--- src/rtl/layer_mac_scheduler_if.sv ---
// ----------------------------------------------------------------------------
// layer_mac_scheduler_if
//   Bundles the layer request, the weight/bias ROM read ports and the result
//   stream of layer_mac_scheduler.
//   slave  : the scheduler side (consumes start/in_vec/rdata, drives the rest)
//   master : the surrounding layer fabric (input buffer, ROMs, next layer)
// Signals
//   start      layer request, accepted only while the scheduler is idle
//   in_vec     IN_SIZE x 16-bit signed inputs, sampled on the accept cycle
//   w_addr     weight ROM address (n*IN_SIZE+i)
//   w_rdata    weight ROM data, one cycle after w_addr
//   b_addr     bias ROM address (current neuron)
//   b_rdata    bias ROM data, one cycle after b_addr
//   busy       layer in progress
//   out_valid  one-cycle strobe qualifying out_idx/out_data
//   out_idx    neuron index of out_data
//   out_data   saturated signed Q8 neuron result
//   done       one-cycle pulse after the last neuron's strobe
// ----------------------------------------------------------------------------
interface layer_mac_scheduler_if #(
    parameter int IN_SIZE     = 16,
    parameter int NUM_NEURONS = 10
);
    localparam int AW = $clog2(IN_SIZE * NUM_NEURONS);
    localparam int NW = (NUM_NEURONS > 1) ? $clog2(NUM_NEURONS) : 1;

    logic                      start;
    logic [IN_SIZE-1:0][15:0]  in_vec;
    logic [AW-1:0]             w_addr;
    logic signed [15:0]        w_rdata;
    logic [NW-1:0]             b_addr;
    logic signed [15:0]        b_rdata;
    logic                      busy;
    logic                      out_valid;
    logic [NW-1:0]             out_idx;
    logic signed [15:0]        out_data;
    logic                      done;

    modport slave (
        input  start, in_vec, w_rdata, b_rdata,
        output w_addr, b_addr, busy, out_valid, out_idx, out_data, done
    );

    modport master (
        output start, in_vec, w_rdata, b_rdata,
        input  w_addr, b_addr, busy, out_valid, out_idx, out_data, done
    );
endinterface

--- src/rtl/layer_mac_scheduler.sv ---
// ----------------------------------------------------------------------------
// layer_mac_scheduler
//   Time-multiplexes one 16x16 signed MAC over all neurons of a dense layer.
//   The input vector is latched when a layer is accepted; weights and biases
//   are streamed from external synchronous-read ROMs (one cycle read latency).
//   Each neuron produces one saturated Q8 result strobe; a done pulse follows
//   the last neuron. Cost per neuron is IN_SIZE+2 cycles.
// Ports
//   clk_i   rising-edge clock
//   rst_ni  asynchronous active-low reset (aborts any layer in flight)
//   bus     layer_mac_scheduler_if.slave (see interface header)
// Configuration
//   LAYER_RELU_EN  when defined, negative saturated results are forced to 0
//                  (hidden layers); when undefined the signed result passes
//                  unchanged (logit layer). Timing is identical either way.
// ----------------------------------------------------------------------------
module layer_mac_scheduler #(
    parameter int IN_SIZE     = 16,
    parameter int NUM_NEURONS = 10,
    parameter int SHIFT       = 8,
    parameter int ACC_W       = 32
) (
    input  logic                  clk_i,
    input  logic                  rst_ni,
    layer_mac_scheduler_if.slave  bus
);
    localparam int IW = $clog2(IN_SIZE);
    localparam int AW = $clog2(IN_SIZE * NUM_NEURONS);
    localparam int NW = (NUM_NEURONS > 1) ? $clog2(NUM_NEURONS) : 1;

    localparam logic signed [ACC_W:0] SAT_MAX = (ACC_W+1)'(32767);
    localparam logic signed [ACC_W:0] SAT_MIN = (ACC_W+1)'(-32768);

    typedef enum logic [2:0] {
        S_IDLE,
        S_MAC,
        S_DRAIN,
        S_OUT,
        S_DONE
    } state_t;

    state_t                   state_q;
    logic [NW-1:0]            n_q;
    logic [IW-1:0]            i_q;
    logic signed [ACC_W-1:0]  acc_q;
    logic [IN_SIZE-1:0][15:0] in_q;
    logic [AW-1:0]            w_addr_q;
    logic [NW-1:0]            b_addr_q;
    logic                     busy_q;
    logic                     out_valid_q;
    logic [NW-1:0]            out_idx_q;
    logic signed [15:0]       out_data_q;
    logic                     done_q;

    // Signed per-element view of the latched input vector.
    logic signed [15:0] in_s [IN_SIZE];

    generate
        for (genvar gi = 0; gi < IN_SIZE; gi++) begin : g_in_view
            assign in_s[gi] = in_q[gi];
        end
    endgenerate

    logic [IW-1:0]            op_idx;
    logic signed [15:0]       mul_a;
    logic signed [31:0]       prod;
    logic signed [ACC_W-1:0]  acc_d;
    logic signed [ACC_W-1:0]  acc_sh;
    logic signed [ACC_W:0]    sum_d;
    logic signed [15:0]       out_data_d;

    always_comb begin
        // w_rdata always belongs to the address issued one cycle earlier:
        // index i_q-1 while streaming, the final index i_q while draining.
        op_idx = (state_q == S_DRAIN) ? i_q : i_q - IW'(1);
        mul_a  = in_s[op_idx];
        prod   = 32'(mul_a) * 32'(bus.w_rdata);
        acc_d  = acc_q + ACC_W'(prod);

        // One extra bit so the rescaled sum plus bias cannot overflow
        // before the saturation compare.
        acc_sh = acc_q >>> SHIFT;
        sum_d  = (ACC_W+1)'(acc_sh) + (ACC_W+1)'(bus.b_rdata);

        if (sum_d > SAT_MAX) begin
            out_data_d = 16'sh7FFF;
        end else if (sum_d < SAT_MIN) begin
            out_data_d = 16'sh8000;
        end else begin
            out_data_d = sum_d[15:0];
        end
`ifdef LAYER_RELU_EN
        if (out_data_d[15]) begin
            out_data_d = '0;
        end
`endif
    end

    always_ff @(posedge clk_i or negedge rst_ni) begin
        if (!rst_ni) begin
            state_q     <= S_IDLE;
            n_q         <= '0;
            i_q         <= '0;
            acc_q       <= '0;
            in_q        <= '0;
            w_addr_q    <= '0;
            b_addr_q    <= '0;
            busy_q      <= 1'b0;
            out_valid_q <= 1'b0;
            out_idx_q   <= '0;
            out_data_q  <= '0;
            done_q      <= 1'b0;
        end else begin
            out_valid_q <= 1'b0;
            done_q      <= 1'b0;
            case (state_q)
                S_IDLE: begin
                    if (bus.start) begin
                        in_q     <= bus.in_vec;
                        n_q      <= '0;
                        i_q      <= '0;
                        acc_q    <= '0;
                        w_addr_q <= '0;
                        b_addr_q <= '0;
                        busy_q   <= 1'b1;
                        state_q  <= S_MAC;
                    end
                end
                S_MAC: begin
                    // No data is back yet on the first cycle of a neuron.
                    if (i_q != '0) begin
                        acc_q <= acc_d;
                    end
                    if (i_q == IW'(IN_SIZE - 1)) begin
                        state_q <= S_DRAIN;
                    end else begin
                        i_q      <= i_q + IW'(1);
                        w_addr_q <= w_addr_q + AW'(1);
                    end
                end
                S_DRAIN: begin
                    acc_q   <= acc_d;
                    state_q <= S_OUT;
                end
                S_OUT: begin
                    out_data_q  <= out_data_d;
                    out_idx_q   <= n_q;
                    out_valid_q <= 1'b1;
                    acc_q       <= '0;
                    i_q         <= '0;
                    if (n_q == NW'(NUM_NEURONS - 1)) begin
                        state_q <= S_DONE;
                    end else begin
                        // Weight rows are contiguous, so the next row starts
                        // right after the last address issued.
                        n_q      <= n_q + NW'(1);
                        b_addr_q <= b_addr_q + NW'(1);
                        w_addr_q <= w_addr_q + AW'(1);
                        state_q  <= S_MAC;
                    end
                end
                S_DONE: begin
                    done_q  <= 1'b1;
                    busy_q  <= 1'b0;
                    state_q <= S_IDLE;
                end
                default: begin
                    state_q <= S_IDLE;
                end
            endcase
        end
    end

    assign bus.w_addr    = w_addr_q;
    assign bus.b_addr    = b_addr_q;
    assign bus.busy      = busy_q;
    assign bus.out_valid = out_valid_q;
    assign bus.out_idx   = out_idx_q;
    assign bus.out_data  = out_data_q;
    assign bus.done      = done_q;
endmodule

--- src/flat_wrapper.sv ---
// flat-port wrapper written by rule: the top's interface ports become plain ports
module layer_mac_scheduler_flat 
#(
    parameter int IN_SIZE     = 16,
    parameter int NUM_NEURONS = 10,
    parameter int SHIFT       = 8,
    parameter int ACC_W       = 32
)
  (clk_i, rst_ni, bus_start, bus_in_vec, bus_w_rdata, bus_b_rdata, bus_w_addr, bus_b_addr, bus_busy, bus_out_valid, bus_out_idx, bus_out_data, bus_done);
  layer_mac_scheduler_if #(.IN_SIZE(IN_SIZE), .NUM_NEURONS(NUM_NEURONS)) bus_i ();
  input  logic clk_i;
  input  logic rst_ni;
  input wire logic [$bits(bus_i.start)-1:0] bus_start;
  input wire logic [$bits(bus_i.in_vec)-1:0] bus_in_vec;
  input wire logic [$bits(bus_i.w_rdata)-1:0] bus_w_rdata;
  input wire logic [$bits(bus_i.b_rdata)-1:0] bus_b_rdata;
  output wire logic [$bits(bus_i.w_addr)-1:0] bus_w_addr;
  output wire logic [$bits(bus_i.b_addr)-1:0] bus_b_addr;
  output wire logic [$bits(bus_i.busy)-1:0] bus_busy;
  output wire logic [$bits(bus_i.out_valid)-1:0] bus_out_valid;
  output wire logic [$bits(bus_i.out_idx)-1:0] bus_out_idx;
  output wire logic [$bits(bus_i.out_data)-1:0] bus_out_data;
  output wire logic [$bits(bus_i.done)-1:0] bus_done;
  assign bus_i.start = bus_start;
  assign bus_i.in_vec = bus_in_vec;
  assign bus_i.w_rdata = bus_w_rdata;
  assign bus_i.b_rdata = bus_b_rdata;
  assign bus_w_addr = bus_i.w_addr;
  assign bus_b_addr = bus_i.b_addr;
  assign bus_busy = bus_i.busy;
  assign bus_out_valid = bus_i.out_valid;
  assign bus_out_idx = bus_i.out_idx;
  assign bus_out_data = bus_i.out_data;
  assign bus_done = bus_i.done;
  layer_mac_scheduler #(.IN_SIZE(IN_SIZE), .NUM_NEURONS(NUM_NEURONS), .SHIFT(SHIFT), .ACC_W(ACC_W)) u_core (.clk_i(clk_i), .rst_ni(rst_ni), .bus(bus_i));
endmodule
--- config.mk ---
export PLATFORM = sky130hd
export DESIGN_NAME = layer_mac_scheduler_flat
export DESIGN_NICKNAME = d
export VERILOG_FILES = /design/src/rtl/layer_mac_scheduler_if.sv /design/src/rtl/layer_mac_scheduler.sv /design/src/flat_wrapper.sv
export SDC_FILE = /design/constraint.sdc
export NUM_CORES = 1
export LEC_CHECK = 0
export BUFFER_PORTS_ARGS = -buffer_cell sky130_fd_sc_hd__buf_2
export CAP_MARGIN = 10
export CORE_MARGIN = 4
export CORE_UTILIZATION = 40
export DETAILED_ROUTE_END_ITERATION = 16
export GPL_ROUTABILITY_DRIVEN = 0
export SETUP_SLACK_MARGIN = 0.05
export SYNTH_ARGS = -nofsm -noshare
export SYNTH_HDL_FRONTEND = slang
export SYNTH_SLANG_ARGS = --single-unit
export TNS_END_PERCENT = 100
--- constraint.sdc ---
create_clock -name clk_i -period 11.6 [get_ports clk_i]
set_input_delay 0.58 -clock clk_i [delete_from_list [all_inputs] [get_ports clk_i]]
set_output_delay 0.58 -clock clk_i [all_outputs]
set_load 0.1 [all_outputs]
## Word-level counts from Yosys, hierarchy flattened

Cells that the tools add are included.

| storage, ports and cells | value |
|---|---|
| register bits after elaboration | 334 |
| bits in latches | 0 |
| memory bits (writable) | 0 |
| memory bits (read-only) | 0 |
| input bits | 291 |
| output and inout bits | 35 |
| memories kept | 0 |

| cells by class | value |
|---|---|
| $add $sub $neg | 7 |
| multiply operators | 1 |
| divide/modulo/power cells | 0 |
| $lt $le $gt $ge | 3 |
| eq/ne operators | 11 |
| shift-type cells | 0 |
| multiplexer cells | 28 |
| bitwise logic cells | 1 |
| reduce and logical (&&, ||, !) cells | 13 |

Operator list:

| operator | count |
|---|---|
| one-hot mux 32 bit (4 select lines) | 1 |
| binary-select mux 16 bit (select 4 bit) | 1 |
| 2-to-1 mux 16 bit | 4 |
| 2-to-1 mux 32 bit | 2 |
| > comparator 33 x 16 -> 1 bit (second input constant) | 1 |
| < comparator 33 x 16 -> 1 bit (second input constant) | 1 |
| adder 32 bit | 1 |
| multiplier 16 x 16 -> 32 bit | 1 |
| adder 24 x 16 -> 25 bit | 1 |
| 2-to-1 mux 8 bit | 3 |
| one-hot mux 8 bit (3 select lines) | 1 |
| 2-to-1 mux 4 bit | 5 |
| one-hot mux 4 bit (2 select lines) | 2 |
| adder 4 x 1 -> 4 bit (second input constant) | 3 |
| one-hot mux 3 bit (4 select lines) | 1 |
| one-hot mux 4 bit (3 select lines) | 1 |
| 2-to-1 mux 3 bit | 3 |
| AND reduction 3 bit | 3 |
| adder 8 x 1 -> 8 bit (second input constant) | 1 |
| == test 4 bit (second input constant) | 2 |
| nonzero test 4 bit | 2 |
| == test 3 x 2 -> 1 bit (second input constant) | 2 |
| inequality test 2 bit (second input constant) | 3 |
| AND reduction 2 bit | 3 |
| 12 further kinds | 16 |

## Depth between registers and ports, before layout

| depth | value |
|---|---|
| depth in word-level cells | 10 |
| depth in mapped cells | 30 |
| gate-level depth less buffers | 28 |

## Worst setup path after synthesis

No wires, ideal clock.

| path | value |
|---|---|
| path type | flip-flop to flip-flop |
| start | reg u_core.state_q[0] |
| end | reg u_core.acc_q[28] |
| library setup time | 0.122 ns |
| arrival | 8.395 ns |
| required time | 11.478 ns |
| slack | 3.083 ns |
| cell stages (with the launch flop) | 27 |
| buffers on the path | 3 |
| clock period less this slack | 8.517 ns |
| cells stage by stage | dfrtp_1 > buf_2 > nor3b_4 > mux2i_2 > clkbuf_1 > mux4_2 > mux4_2 > buf_2 > and2_1 > fa_1 > fa_1 > fa_1 > fa_1 > fa_1 > inv_1 > fa_1 > inv_1 > ha_1 > a21o_1 > a21o_1 > a21oi_1 > o21ai_0 > a2111oi_2 > nor3_1 > o31a_1 > or3_1 > a32o_1 |

| between the ends | value |
|---|---|
| cells in the longest elaborated chain, start to end | 10 |
| elaborated cells on any way between the ends | 17 |
| those cells by class | add/sub: 1; mul: 1; eq/ne: 5; mux: 6; bitwise: 1; reduce/logical: 3 |

Ends and longest elaborated chain:

| item | line | text |
|---|---|---|
| start: declaration | layer_mac_scheduler.sv:42 | `state_t state_q;` |
| start signal: assignment | layer_mac_scheduler.sv:101 | `state_q <= S_IDLE;` |
| start signal: assignment | layer_mac_scheduler.sv:126 | `state_q <= S_MAC;` |
| start signal: assignment | layer_mac_scheduler.sv:135 | `state_q <= S_DRAIN;` |
| == test 3 x 2 -> 1 bit | layer_mac_scheduler.sv:75, layer_mac_scheduler.sv:116 |  |
| 2-to-1 mux 4 bit | layer_mac_scheduler.sv:75 | `op_idx = (state_q == S_DRAIN) ? i_q : i_q - IW'(1);` |
| inverter 4 -> 5 bit (implied by the code) | layer_mac_scheduler.sv:76 | `mul_a = in_s[op_idx];` |
| binary-select mux 16 bit (select 4 bit) | layer_mac_scheduler.sv:76 |  |
| 2-to-1 mux 16 bit (implied by the code) (2 in a row) | layer_mac_scheduler.sv:76 |  |
| multiplier 16 x 16 -> 32 bit | layer_mac_scheduler.sv:77 | `prod = 32'(mul_a) * 32'(bus.w_rdata);` |
| adder 32 bit | layer_mac_scheduler.sv:78 | `acc_d = acc_q + ACC_W'(prod);` |
| 2-to-1 mux 32 bit | layer_mac_scheduler.sv:131 | `if (i_q != '0) begin` |
| one-hot mux 32 bit (4 select lines) | layer_mac_scheduler.sv:116 | `case (state_q)` |
| end signal: assignment | layer_mac_scheduler.sv:122 | `acc_q <= '0;` |
| end signal: assignment | layer_mac_scheduler.sv:132 | `acc_q <= acc_d;` |
| end signal: assignment | layer_mac_scheduler.sv:142 | `acc_q <= acc_d;` |
| end: declaration | layer_mac_scheduler.sv:45 | `logic signed [ACC_W-1:0] acc_q;` |

Several ways; a longest one is shown, not always the timed one. The select of a mux whose other input is x is not followed.
A chain may end at the register's enable or synchronous reset.

## Worst setup path after layout

| path | value |
|---|---|
| start | reg u_core.state_q[1] |
| end | reg u_core.acc_q[31] |

The elaborated chain is that of the path after synthesis.

==> metrics <==
final setup TNS=0 ps; CTS buffer count=38; most common cell in the netlist=nand2_1; initial DRC count=~1100; grt ovf=0; slowest CP cell=mux2i_4; # Post-CTS Setup Buffers=0; Worst EP arrival=around 10000 ps; post-CTS sizing=0; biggest area consumer among synthesized cells=dfrtp_1; first-pass GRT wire length=117100 um; Root Buffer=clkbuf_16; Syn Area/Cell=just over 9 um2; Post-Syn Instances=slightly below 3000; Synth area leaders=dfrtp_1 31%, fa_1 22%, nand2_1 14%; initial core utilization=40.67%; EDFF count, synth=0; final critical-path required period=around 10000 ps; post-synth cell types=67; share of Yosys cell area claimed by the top area cell type=between 30% and 40%; Worst setup startpoint=u_core.state_q[1]$_DFFE_PN0P_; Setup WS pre-CTS=roughly 1600 ps; Ports=about 330; via density per instance=5.047; area of the core=approximately 66000 um2; FF+latch count, synth=between 300 and 400; drt total wl=around 74000 um; initial antenna violation count=2; slowest cell delay on critical path=roughly 960 ps; CP Capture Type=register; Crit path required time=around 12000 ps; crit path max fanout=36; Yosys warnings=0; Sink Count=334; # rows=94; Top FF cell, synth=dfrtp_1; fin cells=between 4000 and 5000; worst rel slew slack=between 10% and 20%; drt first pass iters=5; # hold bufs at CTS=0; DR WL/cell=roughly 18 um; Max-Cap Viols=0; Synth top cells by count=973 x nand2_1, 356 x inv_1, 334 x dfrtp_1; largest net degree at the start of global routing=211; Final Cycle Share=between 80 and 90%; skew final=28.03 ps; CTS tree=yes; RSZ-0062 raised after global routing=false; Layout area overhead=13.70%; Hold Path Class=input port to async pin; Port Buffer Count=between 300 and 400; layout cells sized above 1=about 16%; Final setup viols=0; detailed-route DRC error count=0; post-layout util=between 40% and 50%; H-tree levels=2; Chip Height=between 200 and 300 um; setup ws final=about 1600 ps; area of the mapped netlist=between 20000 and 30000 um2; most frequent CP cell=fa_1; routed via count=20330; syn_nets=3600; Placed Cells=about 4000; post-detail-place hpwl=58870 um; Clock Latency Late Sink=570 ps; gr usage total=between 20% and 30%; number of diodes=0; Post-synth ARST share=100.0%; status=completed; clock tree buffer depth=3; Post-DRT Antenna Nets=0; Worst R2R Start=u_core.state_q[1]$_DFFE_PN0P_; max-slew violations=0; Nets=3849; Critical Setup Path Class=register to register; post-synthesis sequential area ratio=between 30% and 40%; CP Launch Type=register; vias in the first global route=roughly 21000; final hold violation count=0; worst slew pin tran=1231 ps; clock-pin transition on the worst setup and hold timing paths=60 ps; max frequency=roughly 0.10 GHz; Total Die Area=slightly above 70000 um2; die width=roughly 270 um
==> final timing paths <==
path | cells after the start | slack [ps] | to
setup reg to reg | 26 | 1620 | u_core.acc_q[31]$_DFFE_PN0P_
max in group asynchronous | 2 | 10090 | u_core.acc_q[10]$_DFFE_PN0P_
min in group clk_i | 3 | 190 | u_core.in_q[186]$_DFFE_PN0P_
hold / removal | 1 | 80 | u_core.in_q[67]$_DFFE_PN0P_
setup / recovery | 26 | 1620 | u_core.acc_q[31]$_DFFE_PN0P_
hold reg to reg | 2 | 470 | u_core.in_q[103]$_DFFE_PN0P_
==> registers in the layout (all words and copies together), names as in the netlist <==
| name | flops |
|---|---|
| u_core.state_q | 3 |
| u_core.n_q | 4 |
| u_core.bus.out_idx | 4 |
| u_core.bus.busy | 1 |
| u_core.bus.w_addr | 8 |
| u_core.i_q | 4 |
| u_core.bus.done | 1 |
| u_core.bus.out_valid | 1 |
| u_core.bus.out_data | 16 |
| u_core.bus.b_addr | 4 |
| u_core.in_q | 256 |
| u_core.acc_q | 32 |
==> layout by cell type (no fill, tap or decap), types with 11 or more instances in the layout <==
cell	n
o21a_1	14
nand3_1	17
and2_1	121
dfrtp_1	334
o21ai_0	74
nor2_1	69
clkbuf_16	38
a21oi_1	43
inv_1	356
xnor2_1	32
buf_2	324
o22ai_1	15
nor3_1	16
fa_1	293
xor2_1	28
mux4_2	79
nand2_1	973
a21o_1	19
clkbuf_8	11
ha_1	129
==> worst max-delay path: cells and delay by family, from the launching register on <==
| family | cells | cell delay [ps] |
|---|---|---|
| AOI/OAI and AO/OA | 8 | 2290 |
| adders and majority gates | 7 | 3450 |
| buffers and inverters | 5 | 550 |
| DFF | 1 | 600 |
| muxes | 3 | 1980 |
| and+or+nand+nor | 3 | 940 |
==> per-stage QoR <==
stage / cell area, um2 / hold slack (ps)
after floorplan: 26930 / 284.4
after global placement: 29330 / 453.7
after detailed placement: 29330 / 456.7
after CTS: 30620 / 109.6
after global routing: 30620 / 131.3
final: 30620 / 75.05
==> layer usage <==
metal  up-vias  wire (um)  GRT usage [%]
met5         -         27        0.06757
met4         4       2359          6.093
met3       107       4152          3.767
met2       482      37620          36.46
met1     10150      30250          26.89
li1       9583          -              -
==> layout make-up <==
type                            count  area [um2]
Clock buffer                       58        1136
Clock inverter                      9       150.1
Fill cell                        6449       35600
Inverter                          356        1336
Multi-Input combinational cell   2069       16780
Sequential cell                   334        8358
Tap cell                          864        1081
Timing Repair Buffer              337        1777
==> cells by family after synthesis <==
group                      share of synthesized area (%)
buffers and inverters                              6.857
xor gates and xnor gates                           2.105
DFF                                                31.04
and+or+nand+nor                                    19.79
muxes                                              6.857
adders and majority gates                          27.77
AOI/OAI and AO/OA                                  5.585
Power is not shown: default switching activity piles up to over one toggle a cycle in this logic, so the estimate is an artifact.
